$ cat src/rtl/axi_bus_pkg.sv
// Shared AXI read-bus definitions: field widths, tag/response/burst types,
// request and beat records, and the per-beat address stepping rule.
package axi_bus_pkg;

   localparam int ARADDR   = 32;
   localparam int ARSIZE   = 3;
   localparam int ARLEN    = 4;
   localparam int ARBURST  = 2;
   localparam int ARID_MID = 4;
   localparam int RDATA    = 64;
   localparam int RRESP    = 2;
   localparam int RID_MID  = 4;

   typedef logic [ARID_MID-1:0] mid_t;

   typedef enum logic [RRESP-1:0] {
      RESP_OKAY   = 2'b00,
      RESP_EXOKAY = 2'b01,
      RESP_SLVERR = 2'b10,
      RESP_DECERR = 2'b11
   } rresp_t;

   typedef enum logic [ARBURST-1:0] {
      FIXED = 2'b00,
      INCR  = 2'b01,
      WRAP  = 2'b10,
      RSVD  = 2'b11
   } burst_t;

   typedef struct packed {
      logic [ARADDR-1:0] addr;
      logic [ARSIZE-1:0] size;
      logic [ARLEN-1:0]  len;
      burst_t            burst;
      mid_t              tag;
   } ar_req_t;

   typedef struct packed {
      logic [RDATA-1:0]   data;
      logic               last;
      rresp_t             resp;
      logic [RID_MID-1:0] tag;
   } r_beat_t;

   // WRAP keeps the bits above the (len+1)<<size boundary and steps the rest.
   function automatic logic [ARADDR-1:0] next_beat_addr(input ar_req_t req);
      logic [ARADDR-1:0] incr;
      logic [ARADDR-1:0] stepped;
      logic [ARADDR-1:0] mask;
      logic [ARADDR-1:0] result;
      incr    = ARADDR'(1) << req.size;
      stepped = req.addr + incr;
      mask    = ((ARADDR'(req.len) + ARADDR'(1)) << req.size) - ARADDR'(1);
      case (req.burst)
         FIXED:   result = req.addr;
         WRAP:    result = (req.addr & ~mask) | (stepped & mask);
         default: result = stepped;
      endcase
      return result;
   endfunction

endpackage

$ cat src/rtl/axi_ar_fifo.sv
// Parameterised synchronous FIFO with full/empty flags; push and pop in the
// same cycle are both honoured. Head entry is presented combinationally.
module axi_ar_fifo #(
   parameter int WIDTH = 8,
   parameter int DEPTH = 4
) (
   input  logic             CLK,
   input  logic             nRST,
   input  logic             i_push,
   input  logic [WIDTH-1:0] i_data,
   input  logic             i_pop,
   output logic [WIDTH-1:0] o_data,
   output logic             o_full,
   output logic             o_empty
);

   localparam int PW = (DEPTH > 1) ? $clog2(DEPTH) : 1;
   localparam int CW = $clog2(DEPTH + 1);

   logic [WIDTH-1:0] r_mem [DEPTH];
   logic [PW-1:0]    r_wr_ptr;
   logic [PW-1:0]    r_rd_ptr;
   logic [CW-1:0]    r_count;
   logic             w_push;
   logic             w_pop;

   assign o_full  = (r_count == CW'(DEPTH));
   assign o_empty = (r_count == '0);
   assign w_push  = i_push && !o_full;
   assign w_pop   = i_pop && !o_empty;
   assign o_data  = r_mem[r_rd_ptr];

   // NOTE: storage has no reset; only the pointers and count define validity.
   always_ff @(posedge CLK) begin
      if (w_push) r_mem[r_wr_ptr] <= i_data;
   end

   // NOTE: sequential state uses non-blocking assignments so every register
   // samples pre-edge values regardless of statement order.
   always_ff @(posedge CLK or negedge nRST) begin
      if (!nRST) begin
         r_wr_ptr <= '0;
         r_rd_ptr <= '0;
         r_count  <= '0;
      end else begin
         if (w_push) r_wr_ptr <= r_wr_ptr + PW'(1);
         if (w_pop)  r_rd_ptr <= r_rd_ptr + PW'(1);
         case ({w_push, w_pop})
            2'b10:   r_count <= r_count + CW'(1);
            2'b01:   r_count <= r_count - CW'(1);
            default: r_count <= r_count;
         endcase
      end
   end

endmodule

$ cat src/rtl/axi_rd_responder.sv
// AXI read responder: queues AR requests in order, walks each burst against a
// single-port synchronous memory and returns tagged R beats through a 2-deep buffer.
module axi_rd_responder
   import axi_bus_pkg::*;
#(
   parameter int          AR_DEPTH  = 4,
   parameter logic [31:0] MEM_BASE  = 32'h0000_0000,
   parameter logic [31:0] MEM_BYTES = 32'h0001_0000
) (
   input  logic                CLK,
   input  logic                nRST,
   input  logic                arvalid,
   output logic                arready,
   input  logic [ARADDR-1:0]   araddr,
   input  logic [ARSIZE-1:0]   arsize,
   input  logic [ARLEN-1:0]    arlen,
   input  logic [ARBURST-1:0]  arburst,
   input  logic [ARID_MID-1:0] armid_id,
   output logic                rvalid,
   input  logic                rready,
   output logic [RDATA-1:0]    rdata,
   output logic                rlast,
   output logic [RRESP-1:0]    rresp,
   output logic [RID_MID-1:0]  rmid_id,
   output logic                mem_ren,
   output logic [ARADDR-1:0]   mem_addr,
   input  logic [RDATA-1:0]    mem_rdata
);

   typedef enum logic {IDLE, BURST} state_t;

   state_t           r_state;
   state_t           w_state_next;
   logic             r_live;
   ar_req_t          r_cur;
   logic [ARLEN-1:0] r_beat;

   ar_req_t          w_ar_in;
   ar_req_t          w_ar_head;
   logic             w_ar_push;
   logic             w_ar_pop;
   logic             w_ar_full;
   logic             w_ar_empty;

   logic             w_issue;
   logic             w_last_issue;
   logic             w_credit;
   rresp_t           w_resp;
   logic [ARADDR-1:0] w_offset;

   logic             r_if_valid;
   logic             r_if_last;
   rresp_t           r_if_resp;
   mid_t             r_if_tag;

   r_beat_t          w_rb_in;
   r_beat_t          w_rb_head;
   logic             w_rb_pop;
   logic             w_rb_full;
   logic             w_rb_empty;
   logic [1:0]       w_rb_occ;

   // r_live holds arready low until the first edge after reset release.
   assign arready   = r_live && !w_ar_full;
   assign w_ar_push = arvalid && arready;
   assign w_ar_in   = '{addr: araddr, size: arsize, len: arlen,
                        burst: burst_t'(arburst), tag: armid_id};

   axi_ar_fifo #(.WIDTH($bits(ar_req_t)), .DEPTH(AR_DEPTH)) u_ar_fifo (
      .CLK     (CLK),
      .nRST    (nRST),
      .i_push  (w_ar_push),
      .i_data  (w_ar_in),
      .i_pop   (w_ar_pop),
      .o_data  (w_ar_head),
      .o_full  (w_ar_full),
      .o_empty (w_ar_empty)
   );

   // Credit: buffered beats plus the beat in flight, net of this cycle's pop.
   assign w_rb_occ = w_rb_full ? 2'd2 : (w_rb_empty ? 2'd0 : 2'd1);
   assign w_rb_pop = !w_rb_empty && rready;
   assign w_credit = ({1'b0, w_rb_occ} + {2'b00, r_if_valid} - {2'b00, w_rb_pop}) < 3'd2;

   assign w_offset = r_cur.addr - MEM_BASE;

   // NOTE: every always_comb output gets a default first so no path infers a latch.
   always_comb begin
      w_resp = RESP_OKAY;
      if (w_offset >= MEM_BYTES)                         w_resp = RESP_DECERR;
      else if (r_cur.size > 3'd3 || r_cur.burst == RSVD) w_resp = RESP_SLVERR;
   end

   always_comb begin
      w_state_next = r_state;
      w_issue      = 1'b0;
      w_last_issue = 1'b0;
      w_ar_pop     = 1'b0;
      case (r_state)
         IDLE: begin
            w_ar_pop = !w_ar_empty;
            if (!w_ar_empty) w_state_next = BURST;
         end
         BURST: begin
            w_issue      = w_credit;
            w_last_issue = w_credit && (r_beat == r_cur.len);
            if (w_last_issue) begin
               w_ar_pop     = !w_ar_empty;
               w_state_next = w_ar_empty ? IDLE : BURST;
            end
         end
         default: w_state_next = IDLE;
      endcase
   end

   assign mem_ren  = w_issue && (w_resp == RESP_OKAY);
   assign mem_addr = mem_ren ? (w_offset & ~32'h7) : '0;

   always_ff @(posedge CLK or negedge nRST) begin
      if (!nRST) begin
         r_state    <= IDLE;
         r_live     <= 1'b0;
         r_cur      <= '0;
         r_beat     <= '0;
         r_if_valid <= 1'b0;
         r_if_last  <= 1'b0;
         r_if_resp  <= RESP_OKAY;
         r_if_tag   <= '0;
      end else begin
         r_state    <= w_state_next;
         r_live     <= 1'b1;
         if (w_ar_pop) begin
            r_cur  <= w_ar_head;
            r_beat <= '0;
         end else if (w_issue) begin
            r_cur.addr <= next_beat_addr(r_cur);
            r_beat     <= r_beat + ARLEN'(1);
         end
         r_if_valid <= w_issue;
         r_if_last  <= w_last_issue;
         r_if_resp  <= w_resp;
         r_if_tag   <= r_cur.tag;
      end
   end

   // Error beats carry zero data; memory output is ignored for them.
   assign w_rb_in = '{data: (r_if_resp == RESP_OKAY) ? mem_rdata : '0,
                      last: r_if_last, resp: r_if_resp, tag: r_if_tag};

   axi_ar_fifo #(.WIDTH($bits(r_beat_t)), .DEPTH(2)) u_r_buf (
      .CLK     (CLK),
      .nRST    (nRST),
      .i_push  (r_if_valid),
      .i_data  (w_rb_in),
      .i_pop   (w_rb_pop),
      .o_data  (w_rb_head),
      .o_full  (w_rb_full),
      .o_empty (w_rb_empty)
   );

   assign rvalid  = !w_rb_empty;
   assign rdata   = rvalid ? w_rb_head.data : '0;
   assign rlast   = rvalid && w_rb_head.last;
   assign rresp   = rvalid ? w_rb_head.resp : RESP_OKAY;
   assign rmid_id = rvalid ? w_rb_head.tag : '0;

endmodule

$ cat config.mk
export PLATFORM = sky130hd
export DESIGN_NAME = axi_rd_responder
export DESIGN_NICKNAME = d
export VERILOG_FILES = /design/src/rtl/axi_bus_pkg.sv /design/src/rtl/axi_ar_fifo.sv /design/src/rtl/axi_rd_responder.sv
export SDC_FILE = /design/constraint.sdc
export NUM_CORES = 1
export LEC_CHECK = 0
export CAP_MARGIN = 20
export CORE_MARGIN = 1
export CORE_UTILIZATION = 35
export CTS_BUF_LIST = sky130_fd_sc_hd__clkbuf_16
export CTS_CLUSTER_DIAMETER = 120
export CTS_CLUSTER_SIZE = 20
export DETAILED_ROUTE_END_ITERATION = 10
export PLACE_DENSITY = 0.56
export SYNTH_ARGS = -nofsm -noshare
export SYNTH_HDL_FRONTEND = slang
export SYNTH_SLANG_ARGS = --single-unit
$ cat constraint.sdc
create_clock -name CLK -period 11.5 [get_ports CLK]
set_input_delay 2.3 -clock CLK [delete_from_list [all_inputs] [get_ports CLK]]
set_output_delay 2.3 -clock CLK [all_outputs]
set_load 0.02 [all_outputs]
Word level (Yosys, flattened, before mapping)
Memory sizes are Yosys's and may differ from the RTL's. Cells that the tools add are included.

Reductions and logical operators: 24. Shift operators: 2. Eq/ne operators: 10. Mux-type cells: 27. Bitwise operators: 5. Add/subtract/negate cells: 14. $lt $le $gt $ge: 3.

Operators with widths (count): 64-bit 2-to-1 mux (2); 32-bit 2-to-1 mux (3); 32-bit bitwise AND (2); 32-bit case mux with 2 select lines (1); 32-bit adder (1); 32-bit by 17-bit >= comparator with 1-bit output (second input constant) (1); 32-bit inverter (1); 32-bit OR (1); 1-bit by 3-bit << shifter with 32-bit output (first input constant) (1); 5-bit by 3-bit << shifter with 32-bit output (1); 32-bit by 1-bit subtractor with 32-bit output (second input constant) (1); 4-bit 2-to-1 mux (3); 2-bit == test (second input constant) (5); 1-bit logical AND (10); 1-bit 2-to-1 mux (10); 2-bit zero test (4); 2-bit 2-to-1 mux (4); 2-bit by 1-bit adder with 2-bit output (second input constant) (3); 3-bit case mux with 2 select lines (1); 2-bit nonzero test (3); 4-bit by 1-bit adder with 5-bit output (second input constant) (1); 4-bit by 1-bit adder with 4-bit output (second input constant) (1); 2-bit by 1-bit == test with 1-bit output (second input constant) (2); 4-bit == test (1); 17 further kinds (22).

Word-level logic and storage cells: 105. Bits in registers: 70. Output and inout bits: 106. Memories: 2. Bits in writable memories: 322.

Memories: u_ar_fifo.r_mem (depth 4, bits a word 45, rd ports 1, clocked after Yosys merged registers in 0, write ports 1, line axi_ar_fifo.sv:20) `logic [WIDTH-1:0] r_mem [DEPTH];`; u_r_buf.r_mem (depth 2, bits a word 71, rd ports 1, clocked after Yosys merged registers in 0, write ports 1, line axi_ar_fifo.sv:20).

Logic depth before layout (Yosys ltp)
Gate-level depths: netlist of the first run.

Depth after elaboration: 12. Mapped depth: 17. Gate-level depth less buffers: 15.

Hierarchy
Synthesis of the first run repeated with hierarchy kept, for this count alone.

Cell total of the unflattened synthesis: 1183. Area, all modules: 17905.9 um2.

Modules (own cells, without submodules): axi_ar_fifo at u_ar_fifo (cells each 272, sequential area each 5580.4 um2, instances 1, area each 6939.2 um2); axi_ar_fifo at u_r_buf (cells each 239, sequential area each 4364.2 um2, instances 1, area each 5670.4 um2); axi_rd_responder (cells each 672, sequential area each 1476.4 um2, instances 1, area each 5296.3 um2).

Least setup slack after synthesis of the first run
No wires, ideal clock.

Path kind: input to output. Start point: in rready. End point: out mem_addr[10]. Setup slack: 5014 ps. Cell stages on the path: 7. Arrival: 4186 ps. Path through: and2_1 -> ha_1 -> nor2b_1 -> xnor3_1 -> nand2_1 -> nor2_1 -> and2_1.

Word-level cells in the longest chain between the ends: 6.

Ends and longest elaborated chain: start, declared (line axi_rd_responder.sv:20) `input logic rready,`; 1-bit logical AND (line axi_rd_responder.sv:82) `assign w_rb_pop = !w_rb_empty && rready;`; 3-bit by 1-bit subtractor with 3-bit output (line axi_rd_responder.sv:83) `assign w_credit = ({1'b0, w_rb_occ} + {2'b00, r_if_valid} - {2'b00, w_rb_pop}) < 3'd2;`; 3-bit by 2-bit < comparator with 1-bit output (line axi_rd_responder.sv:83); 1-bit 2-to-1 mux (line axi_rd_responder.sv:99) `case (r_state)`; 1-bit logical AND (line axi_rd_responder.sv:116) `assign mem_ren = w_issue && (w_resp == RESP_OKAY);`; via mem_ren (line axi_rd_responder.sv:25) `output logic mem_ren,`; 32-bit 2-to-1 mux (line axi_rd_responder.sv:117) `assign mem_addr = mem_ren ? (w_offset & ~32'h7) : '0;`; end, declared (line axi_rd_responder.sv:26) `output logic [ARADDR-1:0] mem_addr,`.

The timed path passes the listed nets, and every way through them passes these cells.

Worst setup path in the final report of the first run
Start point: in rready. End point: out mem_addr[9].

Word-level cells in the longest chain between the ends: 6.

Ends and longest elaborated chain (line): 1-bit logical AND (axi_rd_responder.sv:82); 3-bit by 1-bit subtractor with 3-bit output (axi_rd_responder.sv:83); 3-bit by 2-bit < comparator with 1-bit output (axi_rd_responder.sv:83); 1-bit 2-to-1 mux (axi_rd_responder.sv:99); 1-bit logical AND (axi_rd_responder.sv:116); 32-bit 2-to-1 mux (axi_rd_responder.sv:117).

Every way passes these cells.

==> run_results.csv, run 1 <==
group,metric,value,unit
timing,min_period,8.10,ns
yosys,synth-compound-area-share,4.70,%
yosys,synth_area_per_cell,14.2,um^2
layout,n_antenna_cell,0,
yosys,yosysSeqAreaShare,65.6,%
placed_design,hpwl,23.6,mm
yosys,netlist_instances,1227,
clock_network,clock-root-buffer,"clkbuf_16",
timing,skew,0.0259,ns
die,die_w,225,um
layout,drive_above_1_share,8.66,%
setup_path,worst-setup-path-type,"in -> out",
timing,rsz0062_at_grt,"no",
timing,drv_slew,0,
yosys,ys.flop_type,"edfxtp_1",
grt,grtUsageTotal,15.1,%
drt,dr.pass1.iters,7,
timing,max_freq,123,MHz
outcome,outcome,"completed",
timing,finalWorstSetupSlack,3.40,ns
clock_network,cts.sinks,392,
yosys,yosys_register_bits,392,
grt,grt_overflow,0,
drt,drc,0,
drt,vias,10200,
die,die_h,225,um
yosys,ys_warn_count,0,
setup_path,arrival,5.80,ns
pwr,ir_drop,134,uV
die,die_area,50600,um^2
drt,drt_iter0_markers,633,
yosys,async_flop_share,17.9,%
placed_design,dp_slack,3.43,ns
layout,area_growth,18.9,%
yosys,synth_edf_count,322,
yosys,synthXorXnorAreaFrac,1.93,%
setup_path,required,9.20,ns
yosys,synth_fa_ha_area_share,1.60,%
clock_network,h-tree-depth,1,
layout,multi_input_area,5590,um^2
clock_network,cts_tree,"yes",
timing,worstMarginPinSlew,1.09,ns
timing,setup_violations,0,
grt,grt_max_degree,73,
yosys,synth_top_family_by_area,"simple AND/OR/NAND/NOR gates",
worst_hold_path,worstHoldPathType,"reg -> reg",
timing,whs,0.378,ns
setup_path,path_max_fanout,10,
yosys,yosys.area_share.simple,12.4,%
pwr,finalPower,5.56,mW
setup_path,start_kind,"input port",
placed_design,routabilityCongestion,0.848,
clock_network,clkSlewWorstSetupHoldPaths,0.08,ns
die,rows,81,
layout,fin_nets,1538,
drt,viasPerCell,4.91,
layout,seqCellArea,11400,um^2
setup_path,worst_setup_path_end_kind,"output port",
die,ios,219,
die,initial_core_util,35.6,%
placed_design,io_buffer_count,199,
pwr,leakagePower,7.39,nW
drt,routed_wirelength,38.6,mm
timing,period_share,70.4,%
drt,post_drt_wl_per_cell,18.5,um
timing,tns,0,ns
clock_network,holdBufCountCts,0,
grt,antenna_found_initial,1,
layout,num-fill-cells,4492,
clock_network,clk_path_buf_depth,3,
timing,slew-limit-headroom,27.4,%
pwr,power_density,269,nW/um^2
yosys,synth_cell_types,75,
grt,grt_pass1_vias,10200,
clock_network,cts_resized,0,
clock_network,insertion_delay,0.57,ns
timing,finalHoldViolations,0,
flow_run,drv_cap,0,
clock_network,cts_buffers,23,
die,core,49000,um^2
grt,grt_pass1_wl,59.9,mm
yosys,synth_mux_area_share,10.9,%
drt,antenna_left,0,
yosys,syn_area,17400,um^2
clock_network,post_cts_buffers,0,
-- metrics by stage --
stage,util (%),instances,cell area [um^2]
2_1_floorplan,-,1245,17500
3_3_place_gp,40.9,2043,20000
3_5_place_dp,40.9,2043,20000
4_1_cts,42.3,2085,20700
5_1_grt,42.3,2085,20700
6_report,42.3,2085,20700
-- synthesized netlist by cell type, types with 6 or more instances --
| library cell | instances | area share (%) |
|---|---|---|
| edfxtp_1 | 322 | 56 |
| nor2_1 | 114 | 2.5 |
| nand2_1 | 92 | 2.0 |
| and2_1 | 88 | 3.2 |
| mux2i_1 | 86 | 4.9 |
| dfrtp_1 | 70 | 10 |
| mux4_2 | 45 | 5.8 |
| clkbuf_1 | 43 | 0.93 |
| o21ai_0 | 30 | 0.86 |
| nand3_1 | 24 | 0.69 |
| xnor2_1 | 24 | 1.2 |
| inv_1 | 22 | 0.47 |
| buf_4 | 21 | 0.91 |
| a21oi_1 | 19 | 0.55 |
| ha_1 | 19 | 1.4 |
| nor3_1 | 19 | 0.55 |
| and3_1 | 17 | 0.61 |
| a31oi_1 | 15 | 0.54 |
| nand4_1 | 12 | 0.43 |
| xor2_1 | 10 | 0.50 |
| buf_1 | 8 | 0.17 |
| nand2b_1 | 7 | 0.25 |
| nor2b_1 | 7 | 0.25 |
| nor4_1 | 7 | 0.25 |
| or3_1 | 7 | 0.25 |
| nor3b_1 | 6 | 0.26 |
| o21a_1 | 6 | 0.26 |
-- metal layers --
| metal | wire, um | global-route usage (%) | share of wire, % | vias to the layer above |
|---|---|---|---|---|
| li1 | - | - | - | 4859 |
| met1 | 18000 | 21.5 | 47 | 5118 |
| met2 | 18000 | 24.7 | 47 | 225 |
| met3 | 1950 | 2.20 | 5.1 | 31 |
| met4 | 571 | 2.70 | 1.5 | 0 |
| met5 | 0 | 0 | 0 | - |
-- registers in the layout, summed over array words and instances, names as in the netlist, named ones only --
signal / cells
u_r_buf.r_mem: 142
u_ar_fifo.r_count: 3
r_if_tag: 4
r_if_resp: 2
r_state: 1
u_ar_fifo.r_mem: 180
u_r_buf.r_wr_ptr: 1
u_ar_fifo.r_rd_ptr: 2
u_ar_fifo.r_wr_ptr: 2
r_live: 1
r_if_last: 1
r_if_valid: 1
r_beat: 4
r_cur: 13
u_r_buf.r_rd_ptr: 1
u_r_buf.r_count: 2
-- worst paths after layout --
check	end	from	slack, ns	cells past startpoint
max	mem_addr[9]	rready	3.40	9
min	r_if_tag[3]$_DFF_PN0_	r_cur[3]$_DFFE_PN0N_	0.38	0
max reg2reg	flip-flop	r_cur[12]$_DFFE_PN0N_	7.14	14
min reg2reg	r_if_tag[3]$_DFF_PN0_	r_cur[3]$_DFFE_PN0N_	0.38	0
max in group asynchronous	u_r_buf.r_rd_ptr$_DFFE_PN0P_	nRST	8.79	2
min in group asynchronous	asynchronous set/reset pin	nRST	1.59	1
-- layout by cell type, fill, tap and decap left out, types with 6 or more instances in the layout --
| cell type | n |
|---|---|
| edfxtp_1 | 322 |
| clkdlybuf4s50_1 | 198 |
| nor2_1 | 111 |
| nand2_1 | 92 |
| and2_1 | 88 |
| mux2i_1 | 86 |
| dfrtp_1 | 67 |
| mux4_2 | 45 |
| inv_1 | 38 |
| o21ai_0 | 30 |
| xnor2_1 | 24 |
| nand3_1 | 24 |
| clkbuf_16 | 23 |
| conb_1 | 20 |
| nor3_1 | 19 |
| a21oi_1 | 19 |
| ha_1 | 19 |
| buf_4 | 16 |
| a31oi_1 | 15 |
| nand4_1 | 12 |
| and3_1 | 12 |
| xor2_1 | 10 |
| or3_1 | 7 |
| nor2b_1 | 7 |
| nor4_1 | 7 |
| nand2b_1 | 6 |
| o21a_1 | 6 |
| nor3b_1 | 6 |
-- final cells by class --
cell class	count	area share [%]
Clock inverter	19	0.393
Timing Repair Buffer	214	10.2
Tap cell	664	4.02
Sequential cell	392	55.2
Clock buffer	23	2.78
Multi-Input combinational cell	751	27.0
Inverter	22	0.399
-- worst max-delay path, stage by stage --
cell and delay, ns:
clkdlybuf4s50_1 0.46, and2_1 0.17, ha_1 0.24, nor2b_1 0.21
xnor3_1 0.33, nand2_1 0.28, nor2_1 0.92, and2_1 0.26
clkdlybuf4s50_1 0.61
-- power by group --
| part | internal [mW] | leakage (nW) | switching (mW) | total (mW) |
|---|---|---|---|---|
| registers | 1.96 | 3.77 | 0.245 | 2.21 |
| logic | 1.08 | 3.24 | 1.44 | 2.52 |
| clock network | 0.367 | 0.383 | 0.464 | 0.831 |
| total | 3.41 | 7.39 | 2.15 | 5.56 |
-- logic make-up (layout without fill, tap and decap cells) --
| family | Yosys count | after routing |
|---|---|---|
| compound gates | 117 | 117 |
| flops | 392 | 392 |
| xor+xnor | 36 | 36 |
| buf+inv | 102 | 278 |
| fa+ha+maj | 21 | 21 |
| mux | 133 | 133 |
| simple gates | 424 | 424 |
| other cells | 2 | 20 |
(Power assumes the default switching activity.)
==> run 2: changes to the inputs <==
Clock period 11.5 ns to 7.7 ns, I/O delays scaled along.
==> run 2 against run 1 <==
Compared with the run above:
- sequential cell count unchanged
- clock power up 49%
- worst setup slack worse by 1.7 ns
- final area about the same
- register-to-register slack worse by 4.1 ns
- clock skew down 0.0012 ns
- die area unchanged
- global-route usage up 0.091 points
- via count up 0.80%
- core utilization about the same
- critical endpoint is now mem_addr[10]
- largest cell class unchanged
- largest power group unchanged
- highest routed layer unchanged
==> run_results.csv, run 2 (synthesis gave the netlist of run 1 again) <==
group,metric,value,unit
die,core,49000,um^2
timing,min_period,6.02,ns
die,die_h,225,um
drt,viasPerCell,4.95,
setup_path,arrival,4.48,ns
die,die_w,225,um
timing,period_share,78.2,%
drt,post_drt_wl_per_cell,18.7,um
grt,grt_overflow,0,
outcome,outcome,"completed",
worst_hold_path,worstHoldPathType,"reg -> reg",
layout,mostFrequentLayoutCells,"322 x edfxtp_1, 198 x clkdlybuf4s50_1, 111 x nor2_1",
layout,num-fill-cells,4533,
setup_path,worst-setup-path-type,"in -> out",
drt,routed_wirelength,39.0,mm
pwr,power_frac_comb,45.4,%
timing,worstMarginPinSlew,1.03,ns
timing,tns,0,ns
die,die_area,50600,um^2
clock_network,holdBufCountCts,0,
layout,fin_nets,1538,
timing,slew-limit-headroom,31.5,%
clock_network,clk_path_buf_depth,3,
pwr,ir_drop,242,uV
die,initial_core_util,35.6,%
layout,drive_above_1_share,8.66,%
pwr,clkPwrFrac,14.9,%
timing,rsz0062_at_grt,"no",
pwr,p_int,5.09,mW
drt,drc,0,
setup_path,start_kind,"input port",
timing,skew,0.0248,ns
clock_network,cts.sinks,392,
clock_network,insertion_delay,0.57,ns
grt,grt_pass1_vias,10200,
placed_design,dp_slack,1.70,ns
grt,antenna_found_initial,1,
pwr,seqPwrFrac,39.7,%
drt,vias,10300,
clock_network,cts_tree,"yes",
timing,max_freq,166,MHz
layout,reg_top3,"u_ar_fifo.r_mem: 180 flops, u_r_buf.r_mem: 142 flops, r_cur: 13 flops",
pwr,leakagePower,7.39,nW
setup_path,required,6.16,ns
timing,drv_slew,0,
grt,grt_max_degree,73,
layout,largest_reg_flops,180,
grt,grt_pass1_wl,60.3,mm
drt,drt_iter0_markers,696,
setup_path,worst_setup_path_end_kind,"output port",
die,rows,81,
placed_design,hpwl,24.2,mm
timing,setup_violations,0,
layout,stdcell_count,2085,
layout,area_growth,18.9,%
drt,dr.pass1.iters,6,
layout,largest_register,"u_ar_fifo.r_mem",
clock_network,cts_resized,0,
grt,grtUsageTotal,15.2,%
pwr,power_density,402,nW/um^2
setup_path,path_max_fanout,10,
clock_network,post_cts_buffers,0,
clock_network,clock-root-buffer,"clkbuf_16",
die,ios,219,
clock_network,h-tree-depth,1,
timing,finalHoldViolations,0,
layout,final_common_cell,"edfxtp_1",
drt,antenna_left,0,
placed_design,placed_cells_incl_taps,2042,
placed_design,io_buffer_count,199,
clock_network,clkSlewWorstSetupHoldPaths,0.08,ns
placed_design,routabilityCongestion,0.845,
clock_network,cts_buffers,23,
timing,finalWorstSetupSlack,1.68,ns
pwr,p_sw,3.22,mW
flow_run,drv_cap,0,
pwr,swShare,38.8,%
[run 2: stage by stage]
| step | util [%] | power [mW] | hold slack [ns] | area (um^2) |
|---|---|---|---|---|
| after CTS | 42.2 | 8.43 | 0.383 | 20700 |
| after detailed placement | 40.9 | 7.17 | 0.364 | 20000 |
| after floorplan | - | 5.85 | 0.354 | 17500 |
| after global placement | 40.9 | 7.12 | 0.370 | 20000 |
| after global routing | 42.3 | 8.87 | 0.404 | 20700 |
| final | 42.3 | 8.32 | 0.382 | 20700 |
[run 2: power by group through the flow]
stage	clock [mW]	sequential, mW	combinational [mW]
2_1_floorplan	0	3.17	2.68
5_1_grt	1.35	3.37	4.15
4_1_cts	1.29	3.31	3.83
6_report	1.24	3.30	3.78
3_5_place_dp	0	3.36	3.81
3_3_place_gp	0	3.34	3.79
[run 2: routing by layer]
metal | share of wire (%) | up-vias | GRT usage, %
met5 | 0 | - | 0
met4 | 2.0 | 0 | 3.25
met3 | 5.4 | 33 | 2.66
met2 | 47 | 233 | 24.7
met1 | 46 | 5189 | 21.3
li1 | - | 4860 | -
[run 2: layout make-up]
cell class,instances,area [um^2],share of cell area [%]
antenna,1,2.50,0.0121
clock buffer,23,576,2.78
clock inverter,18,71.3,0.345
inverter,22,82.6,0.399
multi-input combinational,751,5590,27.0
sequential,392,11400,55.2
tap,664,831,4.01
timing repair buffer,214,2110,10.2
[run 2: worst max-delay path: stages]
cell and delay (ns):
clkdlybuf4s50_1 0.47, and2_1 0.19, ha_1 0.24, nor2b_1 0.23, xnor3_1 0.33, nand2_1 0.29
nor2_1 0.18, buf_4 0.22, and2_1 0.17, clkdlybuf4s50_1 0.61
[run 2: path summary, 6_finish.rpt]
check,startpoint,endpoint,slack [ns],depth (start not counted)
worst min register to register,r_cur[1]$_DFFE_PN0N_,r_if_tag[1]$_DFF_PN0_,0.38,0
worst max-delay path,rready,mem_addr[10],1.68,10
max in group asynchronous,nRST,u_r_buf.r_rd_ptr$_DFFE_PN0P_,5.82,1
min in group asynchronous,nRST,asynchronous set/reset pin,1.13,1
worst max register to register,u_r_buf.r_count[0]$_DFFE_PN0P_,u_ar_fifo.r_count[2]$_DFFE_PN0P_,3.02,17
worst min-delay path,r_cur[1]$_DFFE_PN0N_,r_if_tag[1]$_DFF_PN0_,0.38,0
